## config.mk

```make
export PLATFORM = sky130hd
export DESIGN_NAME = fir_ctrl
export DESIGN_NICKNAME = d
export VERILOG_FILES = /design/src/rtl/fir_pkg.sv /design/src/rtl/fir_sample_timer.sv /design/src/rtl/fir_ctrl.sv
export SDC_FILE = /design/constraint.sdc
export NUM_CORES = 1
export LEC_CHECK = 0
export ABC_CLOCK_PERIOD_IN_PS = 1300
export CORE_UTILIZATION = 43
export CTS_BUF_LIST = sky130_fd_sc_hd__clkbuf_2
export DETAILED_ROUTE_END_ITERATION = 10
export GPL_TIMING_DRIVEN = 0
export PLACE_DENSITY = 0.76
export SYNTH_ARGS = -nofsm -noshare
export SYNTH_HDL_FRONTEND = slang
export SYNTH_SLANG_ARGS = --single-unit
```

## constraint.sdc

```tcl
create_clock -name iClk_12M -period 1.3 [get_ports iClk_12M]
set_input_delay 0.26 -clock iClk_12M [delete_from_list [all_inputs] [get_ports iClk_12M]]
set_output_delay 0.26 -clock iClk_12M [all_outputs]
set_load 0.005 [all_outputs]
```

## src/rtl/fir_pkg.sv

```systemverilog
`default_nettype none
// ============================================================================
// Module      : fir_pkg
// Description : Shared types and defaults for the FIR control block:
//               FSM state encoding, timing/bank defaults, address widths.
// Revision    : 1.0 - initial release
// ============================================================================
package fir_pkg;

   typedef enum logic [1:0] {
      ST_IDLE   = 2'd0,
      ST_UPDATE = 2'd1,
      ST_RUN    = 2'd2
   } state_t;

   localparam int c_SAMPLE_DIV    = 20;   // 12 MHz clocks per 600 kHz sample
   localparam int c_TAPS_PER_BANK = 10;   // coefficient taps per MAC bank
   localparam int c_NUM_BANKS     = 4;    // MAC banks feeding the summer
   localparam int c_COEF_ADDR_W   = 6;    // flat coefficient address width
   localparam int c_BANK_ADDR_W   = 4;    // bank-local / tap address width
   localparam int c_COEF_W        = 16;   // coefficient data width

endpackage
`default_nettype wire

```

## src/rtl/fir_sample_timer.sv

```systemverilog
`default_nettype none
// ============================================================================
// Module      : fir_sample_timer
// Description : Sample-period divider and MAC tap sequencer. Counts one
//               sample period while RUN and issues registered accumulator
//               clear, MAC enable/tap address, sample strobe and
//               delay-line valid.
// Revision    : 1.0 - initial release
// ============================================================================
module fir_sample_timer
   import fir_pkg::*;
#(
   parameter int SAMPLE_DIV    = c_SAMPLE_DIV,
   parameter int TAPS_PER_BANK = c_TAPS_PER_BANK
) (
   input  logic                     iClk_12M,
   input  logic                     iRst,
   input  logic                     iRun,
   output logic                     oDivLast,
   output logic [c_BANK_ADDR_W-1:0] oRdAddr,
   output logic                     oEnMac,
   output logic                     oClrAcc,
   output logic                     oEnSample_600k,
   output logic                     oEnDelay
);

   localparam int                 c_DIV_W    = (SAMPLE_DIV > 2) ? $clog2(SAMPLE_DIV) : 1;
   localparam logic [c_DIV_W-1:0] c_DIV_LAST = c_DIV_W'(SAMPLE_DIV - 1);
   localparam logic [c_DIV_W-1:0] c_TAPS     = c_DIV_W'(TAPS_PER_BANK);

   logic [c_DIV_W-1:0] r_div;
   logic               w_tapWin;

   // Last cycle of the sample period; the FSM uses it to let a sample finish
   assign oDivLast = iRun && (r_div == c_DIV_LAST);
   assign w_tapWin = iRun && (r_div < c_TAPS);

   // Divider: cycles through one sample period in RUN, parked at 0 otherwise
   always_ff @(posedge iClk_12M or posedge iRst) begin
      if (iRst) begin
         r_div <= '0;
      end else if (!iRun || (r_div == c_DIV_LAST)) begin
         r_div <= '0;
      end else begin
         r_div <= r_div + 1'b1;
      end
   end

   // Sequencing outputs, registered one cycle behind the divider value
   always_ff @(posedge iClk_12M or posedge iRst) begin
      if (iRst) begin
         oClrAcc        <= 1'b0;
         oEnMac         <= 1'b0;
         oRdAddr        <= '0;
         oEnSample_600k <= 1'b0;
         oEnDelay       <= 1'b0;
      end else begin
         oClrAcc        <= iRun && (r_div == '0);
         oEnMac         <= w_tapWin;
         oRdAddr        <= w_tapWin ? c_BANK_ADDR_W'(r_div) : '0;
         oEnSample_600k <= oDivLast;
         // delay line holds valid data once a full sample has been strobed
         if (!iRun) begin
            oEnDelay <= 1'b0;
         end else if (oEnSample_600k) begin
            oEnDelay <= 1'b1;
         end
      end
   end

endmodule
`default_nettype wire

```

## src/rtl/fir_ctrl.sv

```systemverilog
`default_nettype none
// ============================================================================
// Module      : fir_ctrl
// Description : FIR controller top. IDLE/UPDATE/RUN mode FSM, coefficient
//               write decode into per-bank RAM strobes, and the sample
//               timer instance.
//               Optional macro FIR_CTRL_ERR_EN adds a sticky oErr output
//               flagging rejected coefficient writes.
// Revision    : 1.0 - initial release
// ============================================================================
module fir_ctrl
   import fir_pkg::*;
#(
   parameter int SAMPLE_DIV    = c_SAMPLE_DIV,
   parameter int TAPS_PER_BANK = c_TAPS_PER_BANK,
   parameter int NUM_BANKS     = c_NUM_BANKS
) (
   input  logic                        iClk_12M,
   input  logic                        iRst,
   input  logic                        iCoeffUpdateFlag,
   input  logic                        iCsnRam,
   input  logic                        iWrRam,
   input  logic [c_COEF_ADDR_W-1:0]    iAddrRam,
   input  logic signed [c_COEF_W-1:0]  iWrDtRam,
   output logic [NUM_BANKS-1:0]        oCsnRam,
   output logic [NUM_BANKS-1:0]        oWrRam,
   output logic [c_BANK_ADDR_W-1:0]    oAddrRam,
   output logic [c_COEF_W-1:0]         oWrDtRam,
   output logic [c_BANK_ADDR_W-1:0]    oRdAddr,
   output logic                        oEnMac,
   output logic                        oClrAcc,
   output logic                        oEnSample_600k,
   output logic                        oEnDelay,
   output logic [1:0]                  oState
`ifdef FIR_CTRL_ERR_EN
   ,
   output logic                        oErr
`endif
);

   localparam logic [c_COEF_ADDR_W:0]   c_NUM_COEF = (c_COEF_ADDR_W+1)'(NUM_BANKS * TAPS_PER_BANK);
   localparam logic [c_COEF_ADDR_W-1:0] c_TAPS     = c_COEF_ADDR_W'(TAPS_PER_BANK);

   state_t                   r_state;
   logic                     w_run;
   logic                     w_divLast;
   logic                     w_goUpdate;
   logic                     w_wrAttempt;
   logic                     w_wrAccept;
   logic [c_COEF_ADDR_W-1:0] w_bank;
   logic [c_COEF_ADDR_W-1:0] w_bankAddr;

   assign w_run       = (r_state == ST_RUN);
   // RUN only yields to UPDATE on the last divider count so the sample completes
   assign w_goUpdate  = iCoeffUpdateFlag && ((r_state != ST_RUN) || w_divLast);
   assign w_wrAttempt = !iCsnRam && iWrRam;
   // state is judged before the transition, so a write on the UPDATE exit edge lands
   assign w_wrAccept  = w_wrAttempt && (r_state == ST_UPDATE) && ({1'b0, iAddrRam} < c_NUM_COEF);
   assign w_bank      = iAddrRam / c_TAPS;
   assign w_bankAddr  = iAddrRam % c_TAPS;
   assign oState      = r_state;

   // Mode FSM
   always_ff @(posedge iClk_12M or posedge iRst) begin
      if (iRst) begin
         r_state <= ST_IDLE;
      end else begin
         case (r_state)
            ST_IDLE:   r_state <= iCoeffUpdateFlag ? ST_UPDATE : ST_RUN;
            ST_UPDATE: r_state <= iCoeffUpdateFlag ? ST_UPDATE : ST_RUN;
            ST_RUN:    r_state <= w_goUpdate ? ST_UPDATE : ST_RUN;
            default:   r_state <= ST_IDLE;
         endcase
      end
   end

   // Coefficient write decode: flat address -> one-cold bank select plus local address
   always_ff @(posedge iClk_12M or posedge iRst) begin
      if (iRst) begin
         oCsnRam  <= '1;
         oWrRam   <= '0;
         oAddrRam <= '0;
         oWrDtRam <= '0;
      end else if (w_wrAccept) begin
         oCsnRam  <= ~(NUM_BANKS'(1) << w_bank);
         oWrRam   <= NUM_BANKS'(1) << w_bank;
         oAddrRam <= c_BANK_ADDR_W'(w_bankAddr);
         oWrDtRam <= iWrDtRam;
      end else begin
         oCsnRam  <= '1;
         oWrRam   <= '0;
      end
   end

`ifdef FIR_CTRL_ERR_EN
   // Sticky rejected-write flag, cleared each time a new update session starts
   always_ff @(posedge iClk_12M or posedge iRst) begin
      if (iRst) begin
         oErr <= 1'b0;
      end else if (w_goUpdate && (r_state != ST_UPDATE)) begin
         oErr <= 1'b0;
      end else if (w_wrAttempt && !w_wrAccept) begin
         oErr <= 1'b1;
      end
   end
`endif

   fir_sample_timer #(
      .SAMPLE_DIV    (SAMPLE_DIV),
      .TAPS_PER_BANK (TAPS_PER_BANK)
   ) u_timer (
      .iClk_12M       (iClk_12M),
      .iRst           (iRst),
      .iRun           (w_run),
      .oDivLast       (w_divLast),
      .oRdAddr        (oRdAddr),
      .oEnMac         (oEnMac),
      .oClrAcc        (oClrAcc),
      .oEnSample_600k (oEnSample_600k),
      .oEnDelay       (oEnDelay)
   );

endmodule
`default_nettype wire

```

### Yosys cells after proc, flatten, opt, wreduce, memory -nomap -nowiden

Cells that the tools add are included.

| word-level totals | value |
|---|---|
| output and inout bits | 38 |
| logic and storage cells | 46 |
| register bits | 43 |
| input port bits | 27 |

| operators by class | value |
|---|---|
| div/mod/pow operators | 2 |
| magnitude comparators | 2 |
| equal/unequal tests | 5 |
| bitwise gates (word level) | 1 |
| reductions and logical operators | 14 |
| mux-type cells | 9 |
| $add $sub $neg | 1 |
| shift-type cells | 1 |

Operator list:

| cell | number |
|---|---|
| two-way mux 4 bit | 3 |
| logical AND 1 bit | 7 |
| divider 6 x 4 -> 6 bit, second input constant | 1 |
| less-than comparator 6 bit, second input constant | 1 |
| modulo 6 x 4 -> 6 bit, second input constant | 1 |
| left shift 1 x 6 -> 4 bit, first input constant | 1 |
| adder 5 x 1 -> 5 bit, second input constant | 1 |
| equality test 5 bit, second input constant | 1 |
| logical NOT 5 bit | 1 |
| less-than comparator 5 x 4 -> 1 bit, second input constant | 1 |
| two-way mux 5 bit | 1 |
| two-way mux 2 bit | 2 |
| inequality test 2 bit, second input constant | 2 |
| NOT 4 bit | 1 |
| case mux 2 bit (2 select lines) | 1 |
| equality test 2 x 1 -> 1 bit, second input constant | 1 |
| equality test 2 bit, second input constant | 1 |
| logical NOT 1 bit | 2 |
| logical NOT 2 bit | 1 |
| logical OR 1 bit | 2 |
| two-way mux 1 bit | 2 |
| OR reduction 2 bit | 1 |

### Longest topological paths before layout

Gate-level depths: netlist (run 1).

| depth | value |
|---|---|
| depth in word-level cells | 6 |
| depth in mapped cells | 11 |
| depth with buffers taken out | 9 |

### Cells and area by module

Synthesis (run 1) repeated with hierarchy kept, for this count alone.

| unflattened totals | value |
|---|---|
| cell total of the unflattened synthesis | 207 |
| area total of the unflattened synthesis | 2004.4 um^2 |

By module, submodules not included:

| module | sequential area each (um^2) | area each (um^2) | cells each | times used |
|---|---|---|---|---|
| fir_ctrl | 755.7 | 1432.6 | 158 | 1 |
| fir_sample_timer | 325.3 | 571.8 | 49 | 1 |

### Least setup slack after synthesis (run 1)

No wires, ideal clock.

| path | value |
|---|---|
| path kind | input to register |
| start | in iAddrRam[3] |
| end | reg oAddrRam[3] |
| data arrival time | 1568 ps |
| stages | 10 |
| path buffers | 1 |
| slack | -392 ps |
| setup time | 123 ps |
| required time | 1177 ps |
| cell sequence | buf_6 and2b_2 nand2_1 o21ai_0 a21oi_1 ha_1 nor4bb_1 a31oi_1 o221ai_1 a2bb2oi_1 |

| on the way | value |
|---|---|
| word-level cells in the longest chain between the ends | 2 |
| elaborated cells between the ends (all ways) | 3 |
| classes of those cells | div: 1; order compare: 1; reduce/logical: 1 |

RTL lines:

| item | line | source |
|---|---|---|
| start, declared | fir_ctrl.sv:23 | `input logic [c_COEF_ADDR_W-1:0] iAddrRam,` |
| branches (longest 2 deep; another with modulo 6 x 4 -> 6 bit) | n/a |  |
| end signal, assigned | fir_ctrl.sv:87 | `oAddrRam <= c_BANK_ADDR_W'(w_bankAddr);` |
| end, declared | fir_ctrl.sv:27 | `output logic [c_BANK_ADDR_W-1:0] oAddrRam,` |

Several ways; the timed one is not identified.
A chain may end at the register's enable or synchronous reset.

### Worst setup path after layout (run 1)

| path | value |
|---|---|
| start | in iAddrRam[5] |
| end | reg oAddrRam[3] |

The elaborated chain is that of the path after synthesis.

==> metrics.txt, run 1 <==
final clock skew=between 0.01 and 0.015 ns; Post-synth EDFFs=0; Worst Path Arrival=1.86 ns; Nets=roughly 280; via count of the first global-routing pass=~1.4k; Hold Path Class=in2reg; initial antenna violation count=0; drt first pass iters=4; clk_lat worst skew=0.39 ns; Cell Area, Synth=1980 µm²; Hold Path Origin=iAddrRam[3]; post-route worst setup slack=-0.236 ns; dpl ws=-1.00 ns; Worst slew margin=0.416; Cell variety after synth=between 40 and 50; syn_nets=roughly 200; WS Path Type=in2reg; Pwr Total=approximately 3.5 mW; #FFs+latches synth=43; Post-Synthesis Cells=between 150 and 200; Least-Margin Pin Slew=~0.9 ns; sequential area share after synthesis=0.547; CP Capture Type=register; Routed wire per std cell=~14 µm; Routed Antenna Nets=0; final setup violation count=27; Die H=69.8 µm; CTS tree=done; CTS Buffer Depth=2; Clk pin slew, worst setup/hold paths=around 0.2 ns; fin crit period=between 1.5 and 2 ns; Overall Global Routing Usage=0.175; predominant post-synthesis flop cell=dfrtp_1; pwr dens=1260 nW/µm²; Initial Util=0.451; total via count in the routed design=1527; FFs w/ async S/R, synth=1.00; Root Buffer=clkbuf_2; share of layout cells above drive strength 1=0.423; Max Clock Freq=roughly 650 MHz; Die Area=between 4000 and 5000 µm²; crit path launch=iAddrRam[5]; width of the die=69.8 µm; Top-Level Pins=between 60 and 70; status=complete, but fails checks; Worst IR Drop VDD=0.460 mV; routed wire length=approximately 4100 µm; filler cell count=between 300 and 400; max cap viols=0; row count=24; H-Tree Depth=2; Worst R2R Start=oState[1]$_DFF_PP0_; Worst setup SP type=primary input; synthesis-to-finish area growth=39.5%; fin crit share=1.18; # diodes=0; CORE AREA=around 4400 µm²; Num Clock Sinks=43; Final Hold Fails=0; gr ovfl total=0; CP required=between 1.5 and 2 ns; violated checks=negative setup slack; unrepaired setup endpoints after global routing=true; largest net degree at the start of global routing=44; hpwl dp=around 2700 µm; # hold bufs at CTS=0; first-pass GRT wire length=about 6700 µm; vias per cell=about 5.1; number of buffers created by CTS=5; drt drc=0; Max FO, Critical Path=9; syn avg cell area=12.0 µm²; Pleak=~1.4 nW; port bufs=63; max-slew violation count=0; GPL Wtd Cong=roughly 0.9; YS warnings=0; DR iter-0 viols=87
cell usage in the layout (no fill, tap or decap), types with 4 or more instances in the layout:
cell type / instances
a21oi_1: 8
buf_2: 26
buf_4: 12
buf_6: 4
clkbuf_2: 18
clkdlybuf4s50_1: 21
dfrtp_1: 38
dfstp_2: 4
inv_1: 10
mux2_2: 7
mux2_4: 10
nand2_1: 8
nor2_1: 13
o21ai_0: 5
metal layers:
layer  global-route usage  part of all wire
met1                0.212              0.42
met2                0.296              0.51
met3               0.0538             0.057
met4               0.0600             0.015
met5                    0                 0
state kept, by name, indices dropped and copies added, names as in the netlist:
register / flops
u_timer.oRdAddr: 4
u_timer.oEnDelay: 1
u_timer.oClrAcc: 1
oWrRam: 4
oState: 2
u_timer.r_div: 5
oWrDtRam: 16
u_timer.oEnMac: 1
oCsnRam: 4
u_timer.oEnSample_600k: 1
oAddrRam: 4
critical path, cell delays in order:
cell             delay [ns]
clkdlybuf4s15_2        0.27
nor2b_4                0.13
buf_6                  0.14
inv_1                  0.04
o21ai_1                0.11
a21oi_1                0.10
ha_2                   0.20
nor4bb_2               0.17
a31oi_1                0.15
o221ai_1               0.14
a2bb2oi_1              0.14
cell type report:
type	instances	area, µm²	area share
clock buffer	5	25.0	0.00907
clock inverter	2	8.76	0.00318
multi-input combinational	103	861	0.312
sequential	43	1080	0.392
inverter	11	41.3	0.0150
timing repair buffer	78	601	0.218
buffer	6	73.8	0.0268
tap	52	65.1	0.0236
cells by family after synthesis:
kind of cell / count (synthesis) / synth area share
flops: 43 / 0.547
simple gates: 50 / 0.151
xor+xnor: 3 / 0.0133
compound gates: 29 / 0.0962
buf+inv: 19 / 0.0525
fa+ha+maj: 3 / 0.0190
mux: 18 / 0.121
synth_stat cells, drive strengths merged, types with 2 or more instances:
cell    count  area, µm²
nand2      10       40.0
nand3       3       15.0
nand2b      2       12.5
ha          3       37.5
nor2       13       48.8
nor2b       4       32.5
a31oi       3       18.8
dfrtp      39        976
nor4        3       18.8
a21oi       8       40.0
xnor2       3       26.3
dfstp       4        105
nor3b       2       15.0
o21ai       7       35.0
and2b       2       16.3
buf         6       55.1
and2        3       18.8
clkbuf      2       7.51
inv        11       41.3
nor3        2       10.0
mux2       17        229
a22oi       2       15.0
worst paths after layout:
check	to	slack [ns]	depth (start not counted)
max	oAddrRam[3]$_DFFE_PP0P_	-0.24	11
min	oCsnRam[2]$_DFF_PP1_	0.18	3
max reg2reg	oAddrRam[0]$_DFFE_PP0P_	-0.22	5
min reg2reg	u_timer.r_div[0]$_DFF_PP0_	0.50	1
max in group asynchronous	u_timer.r_div[2]$_DFF_PP0_	0.38	2
min in group asynchronous	u_timer.r_div[4]$_DFF_PP0_	0.33	2
through the flow:
| step | std cells | area (µm²) | utilization | hold WS, ns | TNS, ns |
|---|---|---|---|---|---|
| floorplan | 165 | 1990 | - | 0.351 | -2.39 |
| global placement | 280 | 2690 | 0.614 | 0.468 | -48.39 |
| detailed placement | 280 | 2690 | 0.614 | 0.473 | -19.52 |
| CTS | 299 | 2770 | 0.632 | 0.152 | -5.21 |
| global route | 300 | 2760 | 0.629 | 0.168 | -7.08 |
| finish | 300 | 2760 | 0.629 | 0.182 | -4.84 |
power by group:
part / internal (mW) / switching, mW / total (mW) / leakage [nW]
combinational: 0.644 / 0.554 / 1.20 / 0.818
clock: 0.114 / 0.410 / 0.524 / 0.0262
sequential: 1.59 / 0.164 / 1.75 / 0.557
what timing repair did:
| item | 4_1_cts | 5_1_grt |
|---|---|---|
| cloned | 2 | 0 |
| setup buffers | 11 | 2 |
| pin swaps | 1 | 4 |
| endpoints found under the setup margin | 65 | 45 |
| gates resized for setup | 146 | 22 |
Note: power is estimated with default switching activity, not from simulation.
==> run 2, diff against run 1 <==
--- a/config.mk
+++ b/config.mk
@@ -6,11 +6,12 @@
 export NUM_CORES = 1
 export LEC_CHECK = 0
 export ABC_CLOCK_PERIOD_IN_PS = 1300
-export CORE_UTILIZATION = 43
+export CORE_UTILIZATION = 58
 export CTS_BUF_LIST = sky130_fd_sc_hd__clkbuf_2
 export DETAILED_ROUTE_END_ITERATION = 10
+export DONT_BUFFER_PORTS = 1
 export GPL_TIMING_DRIVEN = 0
-export PLACE_DENSITY = 0.76
+export PLACE_DENSITY = 0.73
 export SYNTH_ARGS = -nofsm -noshare
 export SYNTH_HDL_FRONTEND = slang
 export SYNTH_SLANG_ARGS = --single-unit
==> run 2 against run 1 <==
Net effect:
- the run still ends with negative setup slack left
- clock power shrank 2%
- non-clock buffer count fell by 54
- global-route usage grew 6.3 points
- clock skew rose by 0.013 ns
- largest power group unchanged
- highest routed layer unchanged
==> metrics.txt, run 2 (synthesis results as in run 1) <==
status=complete, but fails checks; violated checks=negative setup slack; filler cell count=223; Top-Level Pins=65; CORE AREA=approximately 3200 µm²; clk_lat worst skew=0.39 ns; Overall Global Routing Usage=0.239; synthesis-to-finish area growth=19.4%; Most Crowded Layer GR=met2; number of buffers created by CTS=5; CP Capture Type=register; Largest delay share family, worst path=flip-flops; CP required=1.57 ns; most common cell after layout, fill and taps aside=dfrtp_1; dpl cells=209; setup TNS=-3.04 ns; share of layout cells above drive strength 1=0.277; drt first pass iters=4; final setup violation count=25; Worst IR Drop VDD=around 0.54 mV; met3 global-route usage=0.0554; CTS tree=done; vias per cell=5.76; Top Registers=oWrDtRam x16, u_timer.r_div x5; GPL Wtd Cong=between 0.9 and 1; Hold Path Class=in2reg; most frequent cells in the layout=dfrtp_1 (38), dlygate4sd3_1 (19), nor2_1 (13); # diodes=0; met1 GRT Util=0.273; unrepaired setup endpoints after global routing=true; Root Buffer=clkbuf_2; Initial Util=0.627; Largest stage delay, worst path=about 0.49 ns; width of the die=slightly above 60 µm; Largest register FFs=16; drt drc=0; final non-filler cell total=239; global-route met2 utilization=0.425; CTS Buffer Depth=2; hpwl dp=approximately 2500 µm; Die Area=between 3000 and 4000 µm²; CP bufs+invs=1; WS Path Type=reg2reg; Max Clock Freq=between 600 and 700 MHz; first-pass GRT wire length=slightly above 6000 µm; Nets=around 220; final core utilization=0.748; max cap viols=0; Worst setup SP type=register; via count of the first global-routing pass=1344; row count=20; Pwr Total=3.19 mW; initial antenna violation count=0; Critical Path, Cell by Cell=and4bb_4 > nand2_4 > buf_8 > mux2_4; Reg with most FFs=oWrDtRam; FF+latch area=1080 µm²; Die H=about 60 µm; pwr dens=roughly 1400 nW/µm²; worst hold margin=0.0176 ns; total via count in the routed design=roughly 1.4k; Finished Cell Area=around 2400 µm²; Routed wire per std cell=about 17 µm; fin crit period=~1.5 ns; post-route worst setup slack=-0.187 ns; Final Hold Fails=0; H-Tree Depth=2; Worst slew margin=0.456; largest net degree at the start of global routing=44; DR iter-0 viols=69; dpl ws=-0.464 ns; Max FO, Critical Path=10; max-slew violation count=0; gr ovfl total=0; port bufs=0; Worst Path Arrival=approximately 1.8 ns; routed wire length=4000 µm; slowest CP cell=dfrtp_2; Multi-input gate area=approximately 850 µm²; DP Area=between 2000 and 2500 µm²; Least-Margin Pin Slew=just over 0.8 ns; final clock skew=0.0240 ns; Num Clock Sinks=between 40 and 50; fin crit share=1.14; Pleak=about 1.1 nW; Routed Antenna Nets=0; Clk pin slew, worst setup/hold paths=roughly 0.2 ns
[run 2: changes by cell type in the layout (fill, tap and decap cells not counted), moves of 3 or more]
cell,delta
clkdlybuf4s50_1,-21
buf_4,-7
dlygate4sd3_1,+19
buf_6,-3
buf_2,-24
clkbuf_2,-12
[run 2: timing repair]
action | CTS | global route
hold buffers | 18 | 1
pin swaps | 2 | 1
gates resized for setup | 6 | 4
buffers inserted | 2 | 3
endpoints found under the hold margin | 57 | 1
setup endpoints to repair | 27 | 31
[run 2: worst reg2reg max path, cell delays in order (launching register included)]
cell      delay [ns]
dfrtp_2         0.49
and4bb_4        0.35
nand2_4         0.08
buf_8           0.16
mux2_4          0.31
[run 2: area by class of cell]
type                            instances  area share
Sequential cell                        43       0.459
Inverter                               11      0.0175
Tap cell                               44      0.0233
Timing Repair Buffer                   24      0.0965
Clock buffer                            6      0.0127
Clock inverter                          2     0.00318
Multi-Input combinational cell        103       0.360
Buffer                                  6      0.0281
[run 2: metal layers]
| metal | up-vias | routed length (µm) |
|---|---|---|
| li1 | 627 | - |
| met1 | 686 | 1540 |
| met2 | 55 | 2110 |
| met3 | 9 | 267 |
| met4 | 0 | 86 |
| met5 | - | 0 |
[run 2: final timing paths]
path / start / end / slack (ns) / cells past startpoint
max in group asynchronous: iRst / oState[1]$_DFF_PP0_ / 0.27 / 2
max: oState[1]$_DFF_PP0_ / oWrDtRam[7]$_DFFE_PP0P_ / -0.19 / 4
min: iAddrRam[1] / oAddrRam[1]$_DFFE_PP0P_ / 0.02 / 2
min reg2reg: u_timer.r_div[0]$_DFF_PP0_ / u_timer.r_div[0]$_DFF_PP0_ / 0.53 / 1
max reg2reg: oState[1]$_DFF_PP0_ / oWrDtRam[7]$_DFFE_PP0P_ / -0.19 / 4
min in group asynchronous: iRst / oWrDtRam[1]$_DFFE_PP0P_ / 0.46 / 2
[run 2: where the power goes]
group	switching, mW	internal (mW)
logic	0.443	0.397
registers	0.251	1.59
clock network	0.381	0.130
total	1.08	2.12
==> run 3, diff against run 2 <==
--- a/config.mk
+++ b/config.mk
@@ -12,6 +12,8 @@
 export DONT_BUFFER_PORTS = 1
 export GPL_TIMING_DRIVEN = 0
 export PLACE_DENSITY = 0.73
+export SKIP_CTS_REPAIR_TIMING = 1
+export SKIP_LAST_GASP = 1
 export SYNTH_ARGS = -nofsm -noshare
 export SYNTH_HDL_FRONTEND = slang
 export SYNTH_SLANG_ARGS = --single-unit
==> run 3 against run 2 <==
Net effect:
- the flow still finishes with violations (negative setup slack)
- final cell count fell by 1.3%
- clock skew grew 0.0088 ns
- clock power increased by 1%
- via count is 0.80% lower
- global-route usage down 3.4 points
- register-to-register slack barely moved
- worst setup slack worse by 0.0016 ns
- final area decreased by 1.6%
- fmax down 0.10%
- core utilization is 1.2 points lower
- total power fell by 0.18%
- critical endpoint unchanged
- largest power group unchanged
==> metrics.txt, run 3 (synthesis results as in run 1) <==
Worst IR Drop VDD=about 0.55 mV; status=complete, but fails checks; Reg2Reg Depth=4; Die H=60.4 µm; CTS Buffer Depth=2; CP bufs+invs=1; Worst R2R Start=oState[1]$_DFF_PP0_; WS Path Type=reg2reg; GPL Wtd Cong=about 0.9; CTS tree=done; drt first pass iters=4; Critical Path, Cell by Cell=and4bb_4 > nand2_4 > buf_8 > mux2_4; Hold Path Origin=iAddrRam[5]; worst hold margin=between 0.04 and 0.05 ns; slowest CP cell=dfrtp_2; most common cell after layout, fill and taps aside=dfrtp_1; Hold Path Class=in2reg; WHS Path Cells=2; dpl cells=between 200 and 250; gr ovfl total=0; CP required=~1.6 ns; Worst slew margin=0.437; Root Buffer=clkbuf_2; final setup violation count=21; first-pass GRT wire length=5320 µm; Die Area=3650 µm²; total via count in the routed design=roughly 1.4k; Largest stage delay, worst path=0.48 ns; Worst setup SP type=register; clk_lat worst skew=0.39 ns; Num Clock Sinks=43; max cap viols=0; fin crit share=1.15; Nets=about 220; Top Registers=oWrDtRam x16, u_timer.r_div x5; Reg with most FFs=oWrDtRam; post-route worst setup slack=-0.189 ns; final non-filler cell total=roughly 240; Initial Util=0.627; max-slew violation count=0; Final Hold Fails=0; number of buffers created by CTS=5; Max FO, Critical Path=10; Routed Antenna Nets=0; Overall Global Routing Usage=0.204; unrepaired setup endpoints after global routing=true; H-Tree Depth=2; hpwl dp=roughly 2500 µm; critical path depth=4; fin crit period=between 1 and 1.5 ns; Largest delay share family, worst path=flip-flops; vias per cell=~5.8; Clk pin slew, worst setup/hold paths=0.17 ns; Routed wire per std cell=~17 µm; port bufs=0; final clock skew=between 0.03 and 0.04 ns; Least-Margin Pin Slew=between 0.8 and 0.9 ns; Pleak=1.11 nW; dpl ws=-0.464 ns; crit path launch=oState[1]$_DFF_PP0_; routed wire length=~4000 µm; CORE AREA=between 3000 and 4000 µm²; row count=20; Max Clock Freq=672 MHz; CP Capture Type=register; DR iter-0 viols=about 130; synthesis-to-finish area growth=17.5%; Largest register FFs=16; # diodes=0; largest net degree at the start of global routing=44; Top-Level Pins=65; violated checks=negative setup slack; width of the die=~60 µm; pwr dens=1370 nW/µm²; flop2flop setup slack=-0.19 ns; share of layout cells above drive strength 1=0.250; drt drc=0; via count of the first global-routing pass=about 1.2k; Worst Path Arrival=~1.8 ns; initial antenna violation count=0; most frequent cells in the layout=dfrtp_1 (38), dlygate4sd3_1 (20), nor2_1 (13)
==> run 3: cell types whose count changed in the layout (fill, tap and decap cells not counted), sizes merged <==
| cell | delta |
|---|---|
| dlygate4sd3 | +1 |
| buf | -4 |
==> run 3: per-stage QoR <==
stage / power, mW / util / area, µm² / setup TNS (ns)
2_1_floorplan: 2.41 / - / 1990 / -2.39
3_3_place_gp: 2.54 / 0.650 / 2050 / -13.79
3_5_place_dp: 2.59 / 0.650 / 2050 / -5.17
4_1_cts: 3.11 / 0.662 / 2090 / -5.11
5_1_grt: 3.41 / 0.737 / 2320 / -4.13
6_report: 3.19 / 0.737 / 2320 / -2.95
==> run 3: per-layer routing <==
metal | wire length (µm) | track usage | up-vias
li1 | - | - | 621
met1 | 1550 | 0.232 | 676
met2 | 2180 | 0.338 | 63
met3 | 286 | 0.0597 | 6
met4 | 36 | 0.130 | 0
met5 | 0 | 0 | -
==> run 3: path summary, 6_finish.rpt <==
check / endpoint
setup / recovery: oWrDtRam[7]$_DFFE_PP0P_
hold / removal: oWrRam[1]$_DFF_PP0_
setup reg to reg: oWrDtRam[7]$_DFFE_PP0P_
hold reg to reg: u_timer.r_div[0]$_DFF_PP0_
max in group asynchronous: oState[1]$_DFF_PP0_
min in group asynchronous: oAddrRam[2]$_DFFE_PP0P_
==> run 3: report_power, final <==
part	leakage [nW]	total [mW]	switching (mW)	internal [mW]
registers	0.558	1.84	0.247	1.59
clock network	0.0281	0.518	0.389	0.130
logic	0.528	0.832	0.442	0.390
==> run 3: final cells by class <==
type                            count  area [µm²]
Tap cell                           44        55.1
Multi-Input combinational cell    103         832
Timing Repair Buffer               21         208
Clock buffer                        6        30.0
Fill cell                         224         831
Sequential cell                    43        1080
Inverter                           11        41.3
Buffer                              6        66.3
Clock inverter                      2        7.51
==> RTL change 1 (settings of run 3) <==
Put one more register stage on the output `oState`, cleared by the reset. The value now appears one clock later. The other outputs are not delayed to match.
--- a/src/rtl/fir_ctrl.sv
+++ b/src/rtl/fir_ctrl.sv
@@ -60,3 +60,9 @@
    assign w_bankAddr  = iAddrRam % c_TAPS;
-   assign oState      = r_state;
+   always_ff @(posedge iClk_12M or posedge iRst) begin
+      if (iRst) begin
+         oState <= '0;
+      end else begin
+         oState <= r_state;
+      end
+   end
 
Behaviour: not the same (a bounded check fails within 4 cycles, from zero or initial values and one cycle with iRst high).
==> RTL change 1 against run 3 <==
The flow still finishes with violations (setup timing); total power rose by 6.3%; setup slack got worse by 0.0090 ns; wire length is 0.22% lower; first-iteration DRC count fell by 64%; sequential cell count rose by 2; final area grew 5.3%; area after synthesis is 4.1% higher; global-route usage is 0.18 points lower; synthesized cell count up 1.2%; sequential share of layout area is 0.31 points lower; critical endpoint is now oWrDtRam[8]; largest cell class unchanged; largest power group unchanged.
==> RTL change 1: results (changes against run 3) <==
----------------------------------------------------
[Hold path]
  Hold Crit Endpoint ... oAddrRam[1] (was oWrRam[1])

[Timing]
  Actual slew at the worst max-slew pin ... 0.924 ns (was 0.843 ns)
  Endpoints failing setup ... 28 (was 21)
  Worst hold-check slack ... 0.0561 ns (was 0.0415 ns)
  Post-route setup slack ... -0.198 ns (was -0.189 ns)

[Run status]
  Violations in the final reports ... setup timing (unchanged)
  Status ... finished with violations (unchanged)

[Placement]
  Final weighted congestion of routability-driven global placement ... 0.806 (was 0.915)
  Cell Area, Placed ... 0.00214 mm^2 (was 0.00205 mm^2)
  Detailed-placement wirelength estimate ... 2.58 mm (was 2.48 mm)

[Synth]
  Number of different library cells in the post-synthesis netlist ... 43 (was 44)
  Post-synthesis sequential area ratio ... 0.550 (was 0.547)
  Net Count, Synth ... 197 (was 195)

[Setup path]
  FF-to-FF End ... oWrDtRam[8] (was oWrDtRam[7])
  Launching point of the worst reg2reg path ... r_state[1] (was oState[1])

[Global route]
  Met3 global-route usage ... 0.0861 (was 0.0597)
  Vias in the first global route ... 1188 (was 1239)
  Met1 Track Usage GR ... 0.248 (was 0.232)
  First-pass GRT wire length ... 5.49 mm (was 5.32 mm)

[Detailed routing]
  Number of DRC violations after detailed-routing iteration 0 ... 46 (was 127)
  Length of routed met3 wiring ... 261 um (was 286 um)
  Total met2 wirelength after detailed routing ... 1.99 mm (was 2.18 mm)
  M1 WL ... 1.74 mm (was 1.55 mm)
  Vias per std cell ... 5.54 (was 5.79)

[Finish]
  Share of cells above drive strength 1 ... 0.293 (was 0.250)
  Filler cell count ... 250 (was 224)

[Pwr]
  Power spent charging and discharging nets ... 1.12 mW (was 1.08 mW)

----------------------------------------------------
## RTL change 1: cell types whose count changed after synthesis, moves of 2 or more
cell	delta
sky130_fd_sc_hd__mux2_4	+7
sky130_fd_sc_hd__o21ai_1	+3
sky130_fd_sc_hd__o21ai_0	-2
sky130_fd_sc_hd__mux2_2	-7
sky130_fd_sc_hd__dfrtp_1	+2
## RTL change 1: kinds of logic (layout without fill, tap and decap cells)
kind of cell / Yosys count / in the layout / share of synthesized area
muxes: 18 / 18 / 0.129
xor gates and xnor gates: 3 / 3 / 0.0128
buffers and inverters: 19 / 50 / 0.0505
AOI/OAI and AO/OA: 29 / 29 / 0.0931
adders and majority gates: 3 / 3 / 0.0183
DFF: 45 / 45 / 0.550
and+or+nand+nor: 50 / 50 / 0.147
## RTL change 1: power groups by stage
| stage | registers [mW] | logic, mW | clock network (mW) |
|---|---|---|---|
| 3_5_place_dp | 1.93 | 0.770 | 0 |
| 3_3_place_gp | 1.91 | 0.743 | 0 |
| 4_1_cts | 1.90 | 0.777 | 0.521 |
| 6_report | 1.93 | 0.951 | 0.510 |
| 5_1_grt | 1.98 | 1.09 | 0.582 |
| 2_1_floorplan | 1.87 | 0.655 | 0 |
## RTL change 1: through the flow
stage                     worst slack [ns]  std cells  TNS, ns
after CTS                           -0.261        219    -4.97
after floorplan                     -0.338        167    -2.46
after detailed placement            -0.478        213    -4.73
after global placement              -0.431        213    -3.91
after global routing                -0.220        244    -5.05
final                               -0.198        244    -3.75
## RTL change 1: cell type report
cell class	count	area [um^2]	area share
clock buffer	5	25.0	0.0102
inverter	11	45.0	0.0184
multi-input combinational	103	860	0.351
tap	46	57.6	0.0235
sequential	45	1130	0.463
buffer	6	71.3	0.0292
timing repair buffer	27	250	0.102
clock inverter	1	5.00	0.00205
==> RTL change 2 (flow settings as in run 3) <==
Made on the original files. `c_COEF_W`: 16 -> 32.
--- a/src/rtl/fir_pkg.sv
+++ b/src/rtl/fir_pkg.sv
@@ -20,3 +20,3 @@
    localparam int c_BANK_ADDR_W   = 4;    // bank-local / tap address width
-   localparam int c_COEF_W        = 16;   // coefficient data width
+   localparam int c_COEF_W        = 32;   // coefficient data width
 
Interface: changed (resized iWrDtRam and oWrDtRam); port bits go from 65 to 97. The function was not compared with the original's and may differ.
==> RTL change 2 against run 3 <==
The run ends with hold timing, setup timing left; core utilization increased by 3.5 points; count of clock-buffer cells in the layout increased by 4; wire length increased by 37%; setup slack improved by 0.017 ns; total power increased by 33%; area after synthesis increased by 27%; hold slack got worse by 0.10 ns; final area increased by 36%; fmax increased by 1.2%; sequential cell count increased by 16; non-clock buffer count increased by 22; combinational power increased by 15%; global-route usage increased by 1.4 points.
==> RTL change 2: results (changes against run 3) <==
----------------------------------------------------
[Run status]
  Status ... finished with violations (unchanged)
  Violations in the final reports ... hold timing, setup timing (was setup timing)

[Setup path]
  Family with the most delay on the worst path ... simple AND/OR/NAND/NOR gates (was flip-flops)
  Data arrival at the endpoint of the critical path ... 1.85 ns (was 1.76 ns)
  FF-to-FF End ... oWrDtRam[28] (was oWrDtRam[7])

[Placement]
  Place WS ... -0.478 ns (was -0.464 ns)
  Cell Area, Placed ... 0.00264 mm^2 (was 0.00205 mm^2)
  Final weighted congestion of routability-driven global placement ... 0.806 (was 0.915)
  Detailed-placement wirelength estimate ... 3.45 mm (was 2.48 mm)

[Detailed routing]
  M1 WL ... 2.36 mm (was 1.55 mm)
  Wire length per cell after detailed routing ... 15.1 um (was 17.1 um)
  Vias per std cell ... 5.34 (was 5.79)
  Length of routed met3 wiring ... 426 um (was 286 um)
  Total met2 wirelength after detailed routing ... 2.66 mm (was 2.18 mm)

[Finish]
  Total Nets Final ... 357 (was 221)
  Flip-flop count of the largest register after layout ... 32 (was 16)
  Share of cells above drive strength 1 ... 0.177 (was 0.250)
  Filler cell count ... 292 (was 224)

[Timing]
  Final hold violation count ... 55 (was 0)
  Worst hold-check slack ... -0.0601 ns (was 0.0415 ns)
  Endpoints failing setup ... 38 (was 21)
  Post-route setup slack ... -0.171 ns (was -0.189 ns)

[CTS]
  Total clock buffers created by CTS ... 9 (was 5)
  Number of H-tree levels ... 3 (was 2)

[Synth]
  Post-Synthesis Mean Instance Area ... 9.48 um^2 (was 12.0 um^2)
  Synth cell count leaders ... 112 x sky130_fd_sc_hd__nand2_1, 55 x sky130_fd_sc_hd__dfrtp_1, 17 x sky130_fd_sc_hd__nor2_1 (was 39 x sky130_fd_sc_hd__dfrtp_1, 13 x sky130_fd_sc_hd__nor2_1, 11 x sky130_fd_sc_hd__inv_1)
  Compound-cell area share of the yosys netlist ... 0.0620 (was 0.0962)
  Leading post-synthesis cells by cell area ... sky130_fd_sc_hd__dfrtp_1 55%, sky130_fd_sc_hd__nand2_1 17%, sky130_fd_sc_hd__dfstp_2 4.2%, sky130_fd_sc_hd__nor2_1 2.5%, sky130_fd_sc_hd__nand2b_1 1.7% (was sky130_fd_sc_hd__dfrtp_1 49%, sky130_fd_sc_hd__mux2_4 7.6%, sky130_fd_sc_hd__dfstp_2 5.3%, sky130_fd_sc_hd__mux2_2 4.0%, sky130_fd_sc_hd__nor2_1 2.5%)
  Fraction of synthesized area in multiplexers ... 0.0165 (was 0.121)

[Global route]
  First-pass GRT wire length ... 6.98 mm (was 5.32 mm)
  Pin count of the biggest net entering global routing ... 60 (was 44)

[Hold path]
  Type of the tightest min-delay check ... input pin to async pin (was input pin to flip-flop)

----------------------------------------------------
RTL change 2: cell count changes in the layout (fill, tap and decap cells not counted), sizes merged, moves of 5 or more:
cell         change
dfrtp           +16
mux2            -16
buf              +7
a21oi            -7
inv              -7
nand2b           +5
nand2          +102
dlygate4sd3     +15
RTL change 2: cell families (layout without fill, tap and decap cells):
group,Yosys count,count (layout)
buf+inv,18,70
flops,59,59
simple gates,157,157
mux,4,4
fa+ha+maj,3,3
compound gates,19,19
xor+xnor,4,4
RTL change 2: worst max-delay path by stage:
| stage | endpoint | start | cells past startpoint | slack (ns) |
|---|---|---|---|---|
| final | oWrDtRam[28] | oState[1] | 6 | -0.17 |
| after global routing | oWrDtRam[11] | oState[1] | 6 | -0.22 |
| after CTS | oWrDtRam[7] | oState[1] | 5 | -0.23 |
| after detailed placement | oAddrRam[3] | iAddrRam[3] | 9 | -0.48 |
| after global placement | oAddrRam[3] | iAddrRam[3] | 9 | -0.45 |
| after floorplan | oAddrRam[3] | iAddrRam[3] | 9 | -0.35 |
RTL change 2: worst reg2reg max path: cells and delay by family (launching register included):
family | cells | cell delay (ns)
buf+inv | 2 | 0.27
flops | 1 | 0.48
simple gates | 4 | 0.67
RTL change 2: stage by stage:
| step | utilization | setup TNS (ns) | hold slack (ns) |
|---|---|---|---|
| after CTS | 0.666 | -7.23 | -0.159 |
| after global placement | 0.646 | -6.36 | 0.356 |
| after floorplan | - | -1.17 | 0.351 |
| final | 0.771 | -4.83 | -0.0601 |
| after detailed placement | 0.646 | -7.29 | 0.356 |
| after global routing | 0.771 | -6.89 | -0.0213 |
RTL change 2: report_power, final:
group / internal, mW / leakage [nW] / total (mW) / switching (mW)
logic: 0.460 / 0.761 / 0.955 / 0.495
registers: 2.14 / 0.781 / 2.41 / 0.275
clock network: 0.243 / 0.0612 / 0.885 / 0.642
RTL change 2: area by class of cell:
class	count	area (um^2)	area share
Multi-Input combinational cell	187	1000	0.319
Clock buffer	10	50.0	0.0159
Buffer	11	123	0.0389
Clock inverter	6	32.5	0.0103
Sequential cell	59	1480	0.471
Inverter	5	22.5	0.00715
Timing Repair Buffer	38	373	0.118
Tap cell	50	62.6	0.0198
RTL change 2: layer usage:
metal  vias up  GRT usage
met5         -          0
met4         0      0.112
met3        10     0.0997
met2        76      0.327
met1       918      0.262
li1        950          -
